$ cat config.mk
export PLATFORM = sky130hd
export DESIGN_NAME = booth_mult_seq
export DESIGN_NICKNAME = d
export VERILOG_FILES = /design/src/rtl/booth_mult_seq.sv
export SDC_FILE = /design/constraint.sdc
export NUM_CORES = 1
export LEC_CHECK = 0
export CAP_MARGIN = 0
export CORE_MARGIN = 5
export CORE_UTILIZATION = 25
export CTS_CLUSTER_DIAMETER = 100
export DETAILED_ROUTE_END_ITERATION = 12
export HOLD_SLACK_MARGIN = 0.03
export PLACE_DENSITY = 0.49
export RECOVER_POWER = 50
export SLEW_MARGIN = 20
export SYNTH_ARGS = -nofsm -noshare
export SYNTH_HDL_FRONTEND = slang
export SYNTH_SLANG_ARGS = --single-unit
$ cat constraint.sdc
create_clock -name clock -period 13.45 [get_ports clock]
set_input_delay 2.0175 -clock clock [delete_from_list [all_inputs] [get_ports clock]]
set_output_delay 2.0175 -clock clock [all_outputs]
set_load 0.01 [all_outputs]
$ cat src/rtl/booth_mult_seq.sv
// Sequential radix-2 Booth multiplier, 32x32 signed, one Booth step per clock.
// Define MULT_RESTART_EN to let a start pulse during RUN abort and restart the operation.
module booth_mult_seq (
    input  logic        clock,
    input  logic        reset_n,
    input  logic        ctrl_MULT,
    input  logic [31:0] data_operandA,
    input  logic [31:0] data_operandB,
    output logic [31:0] data_result,
    output logic        data_exception,
    output logic        data_resultRDY,
    output logic        busy
);

`ifdef MULT_RESTART_EN
    localparam bit RESTART_EN = 1'b1;
`else
    localparam bit RESTART_EN = 1'b0;
`endif

    typedef enum logic [1:0] {
        IDLE,
        RUN,
        DONE
    } state_t;

    state_t      state;
    state_t      state_next;
    logic [31:0] mcand;
    logic [64:0] prod;
    logic [64:0] prod_step;
    logic [32:0] upper_sum;
    logic [4:0]  count;
    logic        load;
    logic        step;
    logic        finish;

    // Upper half is kept one bit wider so that -A with A = 0x80000000 stays positive;
    // the extra bit becomes the sign after the shift, which is why no explicit shift appears.
    always_comb begin
        upper_sum = {prod[64], prod[64:33]};
        case (prod[1:0])
            2'b01:   upper_sum = {prod[64], prod[64:33]} + {mcand[31], mcand};
            2'b10:   upper_sum = {prod[64], prod[64:33]} - {mcand[31], mcand};
            default: upper_sum = {prod[64], prod[64:33]};
        endcase
        prod_step = {upper_sum, prod[32:1]};
    end

    always_ff @(posedge clock or negedge reset_n) begin
        if (!reset_n) begin
            state <= IDLE;
        end else begin
            state <= state_next;
        end
    end

    always_comb begin
        state_next     = state;
        load           = 1'b0;
        step           = 1'b0;
        finish         = 1'b0;
        busy           = 1'b0;
        data_resultRDY = 1'b0;
        case (state)
            IDLE: begin
                if (ctrl_MULT) begin
                    load       = 1'b1;
                    state_next = RUN;
                end
            end
            RUN: begin
                busy = 1'b1;
                if (ctrl_MULT && RESTART_EN) begin
                    load = 1'b1;
                end else begin
                    step = 1'b1;
                    if (count == 5'd31) begin
                        finish     = 1'b1;
                        state_next = DONE;
                    end
                end
            end
            DONE: begin
                data_resultRDY = 1'b1;
                if (ctrl_MULT) begin
                    load       = 1'b1;
                    state_next = RUN;
                end else begin
                    state_next = IDLE;
                end
            end
            default: state_next = IDLE;
        endcase
    end

    always_ff @(posedge clock or negedge reset_n) begin
        if (!reset_n) begin
            mcand <= '0;
            prod  <= '0;
            count <= '0;
        end else if (load) begin
            mcand <= data_operandA;
            prod  <= {32'b0, data_operandB, 1'b0};
            count <= '0;
        end else if (step) begin
            prod  <= prod_step;
            count <= count + 5'd1;
        end
    end

    // Results are captured from the final step so they are already valid in the DONE cycle.
    always_ff @(posedge clock or negedge reset_n) begin
        if (!reset_n) begin
            data_result    <= '0;
            data_exception <= 1'b0;
        end else if (finish) begin
            data_result    <= prod_step[32:1];
            data_exception <= ~((&prod_step[64:32]) | ~(|prod_step[64:32]));
        end
    end

endmodule

==> results.ini, run 1 <==
[clocking]
cts_buffer_depth=2
cts_resized=0
ctsHoldBuffers=0
insertion_delay_ps=420
cts_buffers=17
path_clk_slew_ps=60
postCtsSetupRepairBufs=0
clock_sinks=137
htreeDepth=4
cts-root-buf=clkbuf_16
cts_tree=built

[route]
drt-initial-drc-count=519
postRouteAntennaNets=0
routed_wl_um=26400
drc=0
first_pass_iters=5
wire_per_inst_um=17.3
via_per_inst=5.01
vias=7664

[yosys]
synth_area_mm2=0.00868
yosysTopAreaCell=dfrtp_1
synth_warnings=0
synth-seq-cells=137
async_flop_share_pct=100
synth_cell_types=81
syn_inst=985
ys_seq_area_share_pct=39.5
synth.area.top_cells=dfrtp_1, nand2_1, ha_1
avgSynthCellArea_um2=8.81
syn_nets=1089
yosysTopAreaCellShare_pct=39.5
synth_flop_cell=dfrtp_1
synth_edf_count=0

[floorplan]
die_w_um=196
die_h_um=196
ios=102
rows=68
initial_utilization_pct=25.2
core_area_mm2=0.0344
fp.dieArea_mm2=0.0385

[critical_path]
max_stage_delay_ps=3000
crit_type=input port to async pin
r2r_start=state[1]$_DFFE_PN0P_
arrival_ps=7690
cp.required_ps=13040
cpMaxStageDelayCell=clkbuf_1
startpoint=reset_n
crit_family=buffers and inverters
startpoint_type=input port
critPathBufInv=2
path_common_cell=clkbuf_1
crit_chain=clkbuf_1 > clkbuf_1
cp-end-kind=async pin
path_max_fanout=75

[global_routing]
first_global_vias=7725
grt.overflow.total=0
grt_antenna_before_repair=2
grt_usage_pct=13.8
grt_pass1_wl_um=43200
grt_max_degree=76

[sta]
worstMarginPinSlew_ps=4050
period_share_pct=60.2
slew_viol_final=218
final-hold-violation-count=0
slew_headroom_pct=-170
skew_ps=9.23
period_minus_slack_ps=8100
setup_viol=0
tns_ps=0
rsz0062_at_grt=no
max_freq_mhz=123

[placement]
dp_hpwl_um=19000
place_inst=1501
port_buffers=101
dpl_cell_area_mm2=0.0102
place.gp.congestion=0.838

[status]
status=finished, violations left
violations=max-capacitance violations, max-slew violations

[cells_and_area]
final_common_cell=nand2_1
final_cell_mix=nand2_1, dfrtp_1, clkdlybuf4s50_1
drive_gt1_share_pct=9.39
fin_area_mm2=0.0107
stdcell_count=1531
fin_nets=1169
num_antenna_cells=0
fillCellCount=3684
area_growth_pct=23.5

[flow_run]
drv_cap=4

[min_path]
hold_class=flip-flop to flip-flop
hp-start=count[3]$_DFFE_PN0P_

## per-layer routing
metal	vias to the layer above	GRT usage [%]	routed length [um]
li1	3744	-	-
met2	176	21.7	12300
met5	-	0	21
met4	4	3.70	409
met1	3707	18.7	12000
met3	33	3.92	1680
## synth_stat cells (10+ instances only)
cell	count
a31oi_1	17
nor2b_1	13
o211ai_1	10
xnor2_1	34
a22oi_1	28
inv_1	23
nand2_1	211
clkbuf_1	42
nor3_1	25
a22o_1	21
nor4_1	10
a21o_1	11
a21oi_1	50
o21ai_0	53
ha_1	36
mux2_2	37
o21a_1	16
nand3_1	12
nand4_1	10
dfrtp_1	137
nor2_1	52
## final timing paths
kind	to	depth (start not counted)	slack [ps]
min in group asynchronous	data_result[27]$_DFFE_PN0P_	1	2850
max in group clock	data_exception$_DFFE_PN0P_	12	7480
max reg2reg	data_exception$_DFFE_PN0P_	12	7480
min reg2reg	count[3]$_DFFE_PN0P_	1	490
min	count[3]$_DFFE_PN0P_	1	490
max	mcand[5]$_DFFE_PN0P_	2	5350
## area by class of cell
class | instances | area, um^2 | share of cell area (%)
timing repair buffer | 111 | 1070 | 9.97
clock inverter | 11 | 123 | 1.14
inverter | 25 | 93.8 | 0.876
clock buffer | 19 | 453 | 4.23
sequential | 137 | 3430 | 32.0
multi-input combinational | 773 | 4980 | 46.5
tap | 455 | 569 | 5.31
## worst reg2reg max path, delay by kind of cell (launching register included)
kind	cells	cell delay [ps]
buffers and inverters	3	3140
DFF	1	370
and+or+nand+nor	9	2350
## flip-flops by register name, summed over array words and instances, names as in the netlist
signal	flops
state	2
data_exception	1
prod	65
count	5
mcand	32
data_result	32
## logic make-up (layout without fill, tap and decap cells)
group / count (synthesis) / in the layout / synth area share (%)
AOI/OAI and AO/OA: 267 / 267 / 21.4
muxes: 45 / 45 / 5.72
adders and majority gates: 37 / 37 / 5.42
buffers and inverters: 75 / 166 / 3.29
DFF: 137 / 137 / 39.5
xor gates and xnor gates: 38 / 38 / 3.84
and+or+nand+nor: 386 / 386 / 20.9
## metrics by stage
stage / hold WS (ps) / util [%] / worst slack [ps]
after global routing: 505 / 31.2 / 3840
after floorplan: 449 / - / 8350
after detailed placement: 477 / 29.6 / 7880
after global placement: 466 / 29.6 / 7940
final: 486 / 31.2 / 5350
after CTS: 489 / 31.2 / 7850
Power of run 1 is not shown: default switching activity piles up to over one toggle a cycle in this logic, so the estimate is an artifact.
==> run 2, diff against run 1 <==
- clock period: 13.45 -> 7.6 ns (I/O delays scaled with it)
==> run 2 against run 1 <==
  * The flow still finishes with violations (max-capacitance violations, max-slew violations)
  * Die area unchanged
  * First-iteration DRC count down 12%
  * Utilization up 0.084 points
  * Count of clock-buffer cells in the layout unchanged
  * Non-clock buffer count unchanged
  * Via count about the same
  * Worst hold slack about the same
  * Sequential share of layout area down 0.086 points
  * Cell count up 0.20%
  * Design area up 0.27%
  * Global-route usage about the same
  * Wire length up 0.97%
==> results.ini, run 2 (synthesis gave the netlist of run 1 again) <==
[route]
wl_met3_um=1560  ; -6.7%
postRouteAntennaNets=0  ; unchanged
wl_met2_um=12500  ; +2.1%
via_per_inst=4.99  ; -0.22%
wire_per_inst_um=17.4  ; +0.78%
routed.top_layer=met5
routed_wl_um=26700  ; +0.97%
drt-initial-drc-count=456  ; -12%
drc=0  ; unchanged
wl_met1_um=12300  ; +1.9%
vias=7662  ; -0.026%
first_pass_iters=7  ; +2

[critical_path]
cpMaxStageDelayCell=or4_4
crit_chain=or4_4 > or3_4 > nor3_4 > nand2_1 > nor3_1 > and3_1 > a21oi_1 > xnor2_1 > ha_1 > a21oi_1 > o21ai_1 > or3_1 > nor3_1 > a21oi_1 > a221oi_1 > mux2_2 > or4b_1 > nor4_1 > nor3_1
path_max_fanout=8  ; -89%
cp.required_ps=7900  ; -5140 ps
max_stage_delay_ps=560  ; -2440 ps
startpoint_type=flip-flop
crit_type=flip-flop to flip-flop
cp-end-kind=flip-flop
arrival_ps=5870  ; -1820 ps

[cells_and_area]
multi_input_area_mm2=0.00497  ; -0.15%
largest-register=prod
reg_top3=prod (65), data_result (32), mcand (32)
drive_gt1_share_pct=9.46  ; +0.075 points
area_growth_pct=23.8
layout.area.seq_mm2=0.00343  ; unchanged
final_common_cell=nand2_1
fillCellCount=3650  ; -0.92%
fin_nets=1169  ; unchanged
largest_register_ffs=65  ; unchanged
fin_area_mm2=0.0107  ; +0.27%
final_cell_mix=nand2_1, dfrtp_1, clkdlybuf4s50_1
fin_util_pct=31.3  ; +0.084 points

[floorplan]
initial_utilization_pct=25.2  ; unchanged
ios=102  ; unchanged
core_area_mm2=0.0344  ; unchanged
fp.dieArea_mm2=0.0385  ; unchanged
die_w_um=196  ; unchanged
rows=68  ; unchanged
die_h_um=196  ; unchanged

[clocking]
cts_tree=built
cts_resized=0  ; unchanged
path_clk_slew_ps=60  ; about the same
insertion_delay_ps=430  ; about the same
htreeDepth=4  ; unchanged
ctsHoldBuffers=0  ; unchanged
clock_sinks=137  ; unchanged
cts_buffers=17  ; unchanged
cts-root-buf=clkbuf_16
cts_buffer_depth=2  ; unchanged
postCtsSetupRepairBufs=0  ; unchanged

[global_routing]
grt.overflow.total=0  ; unchanged
grt_max_degree=72  ; -5.3%
first_global_vias=7884  ; +2.1%
grt_antenna_before_repair=2  ; unchanged
grt_usage_pct=13.8  ; +0.050 points
grt_pass1_wl_um=43100  ; -0.27%

[sta]
max_freq_mhz=179
setup_viol=0  ; unchanged
period_minus_slack_ps=5570
tns_ps=0  ; unchanged
whs_ps=485  ; -0.311 ps
final-hold-violation-count=0  ; unchanged
slew_viol_final=246  ; +13%
rsz0062_at_grt=no
skew_ps=11.8  ; +2.61 ps
period_share_pct=73.3
worstMarginPinSlew_ps=4010  ; -38.5 ps
slew_headroom_pct=-168  ; +2.6 points

[placement]
place.gp.congestion=0.858  ; +2.4%
port_buffers=101  ; unchanged
dp_hpwl_um=19000  ; about the same
dpl_cell_area_mm2=0.0102  ; unchanged

[status]
violations=max-capacitance violations, max-slew violations
status=finished, violations left

[min_path]
hold_class=flip-flop to flip-flop

[flow_run]
drv_cap=4  ; unchanged

## run 2: worst paths after layout
check / from / slack, ps / cells past startpoint / endpoint
setup / recovery: mcand[11]$_DFFE_PN0P_ / 2030 / 19 / data_exception$_DFFE_PN0P_
hold / removal: data_result[31]$_DFFE_PN0P_ / 490 / 2 / data_result[31]$_DFFE_PN0P_
setup reg to reg: mcand[11]$_DFFE_PN0P_ / 2030 / 19 / data_exception$_DFFE_PN0P_
hold reg to reg: data_result[31]$_DFFE_PN0P_ / 490 / 2 / data_result[31]$_DFFE_PN0P_
max in group asynchronous: reset_n / 2180 / 2 / prod[52]$_DFFE_PN0P_
min in group asynchronous: reset_n / 2120 / 1 / prod[29]$_DFFE_PN0P_
## run 2: metal layers
layer | vias to the layer above | global-route usage [%]
li1 | 3743 | -
met1 | 3729 | 18.1
met2 | 169 | 22.7
met3 | 19 | 4.07
met4 | 2 | 3.26
met5 | - | 0
## run 2: final cells by class
| class | instances | area share, % |
|---|---|---|
| antenna | 1 | 0.0233 |
| clock buffer | 19 | 4.12 |
| clock inverter | 13 | 1.57 |
| inverter | 25 | 0.873 |
| multi-input combinational | 773 | 46.3 |
| sequential | 137 | 31.9 |
| tap | 455 | 5.30 |
| timing repair buffer | 111 | 9.92 |
## run 2: through the flow
step / std cells / setup slack, ps
floorplan: 985 / 2500
global placement: 1501 / 2090
detailed placement: 1501 / 2060
CTS: 1533 / 2030
global route: 1534 / 1120
finish: 1534 / 2030
## run 2: worst max-delay path, delay by kind of cell, from the launching register on
family                     cells  cell delay (ps)
and+or+nand+nor               11             3080
AOI/OAI and AO/OA              5             1040
DFF                            1              410
adders and majority gates      1              380
muxes                          1              380
xor gates and xnor gates       1              150
Power of run 2 is left out for the same reason.
==> RTL change 1: new RTL, settings of run 2 <==
Change the localparam `RESTART_EN` from 1'b0 to 1'b1.
--- a/src/rtl/booth_mult_seq.sv
+++ b/src/rtl/booth_mult_seq.sv
@@ -16,5 +16,5 @@
     localparam bit RESTART_EN = 1'b1;
 `else
-    localparam bit RESTART_EN = 1'b0;
+    localparam bit RESTART_EN = 1'b1;
 `endif
 
Function: no difference found for any inputs over 10 cycles, from zero or initial values and one cycle with reset_n low; that may be too few to reach the edited logic, so the function may still have changed.
==> RTL change 1 against run 2 <==
  * The flow still finishes with violations (capacitance limit, slew limit)
  * Routed wire length fell by 1.0%
  * Area after synthesis up 4.3%
  * Setup slack lost 0.30 ns
  * Sequential cell count did not move
  * Final area rose by 3.0%
  * Synthesized cell count grew 0.71%
  * Hold slack improved by 0.017 ns
==> RTL change 1: results (changes against run 2) <==
metric;value;unit;change
avgSynthCellArea;9.13;um2;+3.6%
diodes;0;;-1
slew_headroom;-164;%;+4.0 points
reg2reg_depth;19;;unchanged
gr-usage-all-layers;13.0;%;-0.79 points
ir_worst_vdd;0.000154;V;
grt_pass1_vias;7849;;-0.44%
async_flop_share;100;%;unchanged
post_cts_resized;0;;unchanged
yosys-top-cells-count;dfrtp_1 (137), nor2_1 (91), nand2_1 (88);;
max_stage_delay;0.68;ns;+0.12 ns
met2_usage;20.9;%;-1.8 points
worst_clock_skew;0.0100;ns;-0.00179 ns
fin_nets;1169;;unchanged
reg2reg_slack;1.73;ns;-0.30 ns
drive_gt1_share;11.5;%;+2.0 points
arrival;6.17;ns;+0.30 ns
hold_start;data_result[27]$_DFFE_PN0P_;;
num-fill-cells;3681;;+0.85%
finalMaxSlewViolations;140;;-43%
yosys-top-cells-area;dfrtp_1 (38%), mux2_2 (7.5%), ha_1 (5.0%);;
wl_per_cell;17.2;um;-1.3%
largestRegisters;prod: 65 flops, data_result: 32 flops, mcand: 32 flops;;
drtIter0Drc;510;;+12%
clk_pin_slew;0.06;ns;about the same
gp_congestion;0.879;;+2.4%
yosysUniqueCellTypes;75;;-7.4%
place_area;0.0105;mm2;+3.3%
hpwlAfterDp;19200;um;+0.99%
critPathMaxFanout;7;;-1
outcome;complete, but fails checks;;
use_met1;17.6;%;-0.48 points
ys_seq_area_share;37.9;%;-1.6 points
syn_nets;1096;;+0.64%
grt_pass1_wl;43200;um;+0.16%
slowest_stage;nor4_1;;
drv_cap;2;;-2
r2r_start;mcand[3]$_DFFE_PN0P_;;
whs_endpoint;data_result[27]$_DFFE_PN0P_;;
grt_antenna_before_repair;1;;-1
p_leak;0.00467;uW;
grt_max_degree;73;;+1.4%
violations;capacitance limit, slew limit;;
reg2reg_to;data_exception$_DFFE_PN0P_;;
use_met3;3.09;%;-0.98 points
min_path_cells;1;;-1
routed_via_density;5.08;;+1.8%
finalNonFillerCells;1539;;+0.33%
dr.pass1.iters;5;;-2
clock_latency;0.42;ns;
## RTL change 1: changes by cell type after synthesis, sizes merged, moves of 15 or more
cell           run 2  this run
or3                6        26
a22oi             28         0
mux2              37        61
nand2            212        88
o211ai            10        25
nor2              52        91
o21ai             57        82
## RTL change 1: area by class of cell
| cell class | instances | area, um2 | share of cell area, % |
|---|---|---|---|
| Clock buffer | 18 | 429 | 3.88 |
| Clock inverter | 14 | 149 | 1.35 |
| Inverter | 23 | 86.3 | 0.780 |
| Multi-Input combinational cell | 776 | 5330 | 48.1 |
| Sequential cell | 137 | 3430 | 31.0 |
| Tap cell | 461 | 577 | 5.21 |
| Timing Repair Buffer | 110 | 1070 | 9.67 |
## RTL change 1: worst max-delay path by stage
| stage | from | endpoint | depth (start not counted) |
|---|---|---|---|
| CTS | mcand[3]$_DFFE_PN0P_ | data_exception$_DFFE_PN0P_ | 19 |
| detailed placement | mcand[3]$_DFFE_PN0P_ | data_exception$_DFFE_PN0P_ | 19 |
| global route | reset_n | prod[39]$_DFFE_PN0P_ | 2 |
| global placement | mcand[3]$_DFFE_PN0P_ | data_exception$_DFFE_PN0P_ | 18 |
| finish | mcand[3]$_DFFE_PN0P_ | data_exception$_DFFE_PN0P_ | 19 |
| floorplan | mcand[3]$_DFFE_PN0P_ | data_exception$_DFFE_PN0P_ | 19 |
## RTL change 1: layer usage
layer | wire, um | up-vias | part of all wire [%]
li1 | - | 3791 | -
met4 | 484 | 2 | 1.8
met2 | 12300 | 197 | 46
met5 | 7 | - | 0.027
met1 | 12200 | 3803 | 46
met3 | 1470 | 30 | 5.6
## RTL change 1: power by group through the flow
stage                     registers, uW  logic (uW)  clock network, uW
after detailed placement            964        1460                  0
final                               952        1480                814
after CTS                           951        1470                841
after floorplan                     917        1100                  0
after global routing                969        1640                872
after global placement              965        1470                  0
## RTL change 1: stage by stage
stage	hold slack (ns)	worst slack, ns
after floorplan	0.461	2.90
after global placement	0.486	1.98
after detailed placement	0.494	1.84
after CTS	0.508	1.80
after global routing	0.516	1.08
final	0.502	1.73
## RTL change 1: cell families after synthesis
| group | share of synthesized area [%] |
|---|---|
| adders and majority gates | 5.20 |
| buffers and inverters | 3.43 |
| AOI/OAI and AO/OA | 20.4 |
| DFF | 37.9 |
| and+or+nand+nor | 19.1 |
| muxes | 9.69 |
| xor gates and xnor gates | 4.35 |
==> RTL change 2: new RTL, flow settings as in run 2 <==
Made on the original files. The 3 states of `state_t` get a one-hot encoding in 3 bits.
--- a/src/rtl/booth_mult_seq.sv
+++ b/src/rtl/booth_mult_seq.sv
@@ -19,8 +19,8 @@
 `endif
 
-    typedef enum logic [1:0] {
-        IDLE,
-        RUN,
-        DONE
+    typedef enum logic [2:0] {
+        IDLE = 3'b001,
+        RUN  = 3'b010,
+        DONE = 3'b100
     } state_t;
 
Function: no difference found for any inputs over 10 cycles, from zero or initial values and one cycle with reset_n low; not proved beyond that.
==> RTL change 2 against run 2 <==
  * The run still ends with capacitance limit, slew limit left
  * Sequential share of layout area rose by 0.41 points
  * Final area shrank 0.50%
  * Setup slack better by 0.39 ns
  * Largest cell class unchanged
  * Routed wire length down 10%
  * Hold slack improved by 0.019 ns
  * Count of clock-buffer cells in the layout rose by 3
  * Sequential cell count increased by 1
  * Area after synthesis decreased by 0.63%
  * Critical endpoint is now prod[35]$_DFFE_PN0P_
==> RTL change 2: results (changes against run 2) <==
metric;value;unit;change
min_path_cells;1;;-1
hold_start;data_result[21]$_DFFE_PN0P_;;
grt_max_degree;86;;+19%
crit_family;buffers and inverters;;
gr-usage-all-layers;12.5;%;-1.3 points
clockRootBuffer;clkbuf_16;;
outcome;complete, but fails checks;;
r2r_start;mcand[3]$_DFFE_PN0P_;;
critPathMaxFanout;85;;+77
finalMaxSlewViolations;155;;-37%
clock_tree_area_fraction;5.63;%;-0.065 points
num-fill-cells;3581;;-1.9%
seq-cell-share;32.3;%;+0.41 points
multi_input_cells;712;;-7.9%
arrival;4.55;ns;-1.32 ns
coreArea;0.0343;mm2;-0.25%
multi_input_area;0.00491;mm2;-1.3%
whs_endpoint;data_result[21]$_DFFE_PN0P_;;
max_stage_delay;3.36;ns;+2.80 ns
grt_overflow_total;0;;unchanged
hpwlAfterDp;17100;um;-10%
grt_pass1_vias;7224;;-8.4%
fin_nets;1106;;-5.4%
cp-endpoint;prod[35]$_DFFE_PN0P_;;
place_area;0.0101;mm2;-0.48%
yosys-top-cells-count;dfrtp_1 (137), nand2_1 (110), o21ai_0 (92);;
period_share;68.2;%;-5.1 points
dr.pass1.iters;5;;-2
crit_start;reset_n;;
violations;capacitance limit, slew limit;;
diodes;0;;-1
gp_congestion;0.875;;+2.0%
grt_antenna_before_repair;4;;+2
drv_cap;3;;-1
ys_seq_area_share;40.1;%;+0.56 points
drive_gt1_share;11.7;%;+2.3 points
worst_clock_skew;0.0100;ns;-0.00180 ns
avgSynthCellArea;9.40;um2;+6.7%
hold-worst-slack;0.505;ns;+0.0194 ns
max_slew.worst_pin.slew;4.87;ns;+0.852 ns
yosysUniqueCellTypes;73;;-9.9%
drt-total-wl;23900;um;-10%
dp_cells;1438;;-4.2%
buf_share;10.0;%;+0.11 points
reg2reg_slack;2.45;ns;+0.42 ns
yosys-top-cells-area;dfrtp_1 (40%), mux2_2 (8.0%), o21ai_0 (5.3%);;
routed_via_density;4.91;;-1.8%
areaGrowthSynthToFinish;24.0;%;
syn_nets;1021;;-6.2%
post-place-ws;2.43;ns;+0.377 ns
-- RTL change 2: changes by cell type after synthesis, sizes merged, moves of 7 or more --
cell / run 2 / this run
a31oi: 17 / 10
o21ai: 57 / 94
nand2: 212 / 110
a22oi: 28 / 2
a21oi: 50 / 57
mux2: 37 / 61
a22o: 21 / 7
mux2i: 8 / 39
o21a: 16 / 6
-- RTL change 2: metal layers --
metal	global-route usage (%)	vias up	wire, um
met2	19.8	187	11000
met3	3.74	40	1520
met5	0	-	54
met1	16.3	3457	10700
li1	-	3511	-
met4	4.68	8	643
-- RTL change 2: kinds of logic after synthesis --
logic type	count (synthesis)	synth area share (%)
AOI/OAI and AO/OA	256	19.0
xor gates and xnor gates	42	4.27
adders and majority gates	37	5.46
buffers and inverters	67	3.00
DFF	138	40.1
muxes	100	12.5
and+or+nand+nor	277	15.7
-- RTL change 2: report_power, final --
part / internal [uW] / switching [uW]
clock network: 545 / 316
registers: 984 / 246
logic: 1200 / 1730
total: 2730 / 2290
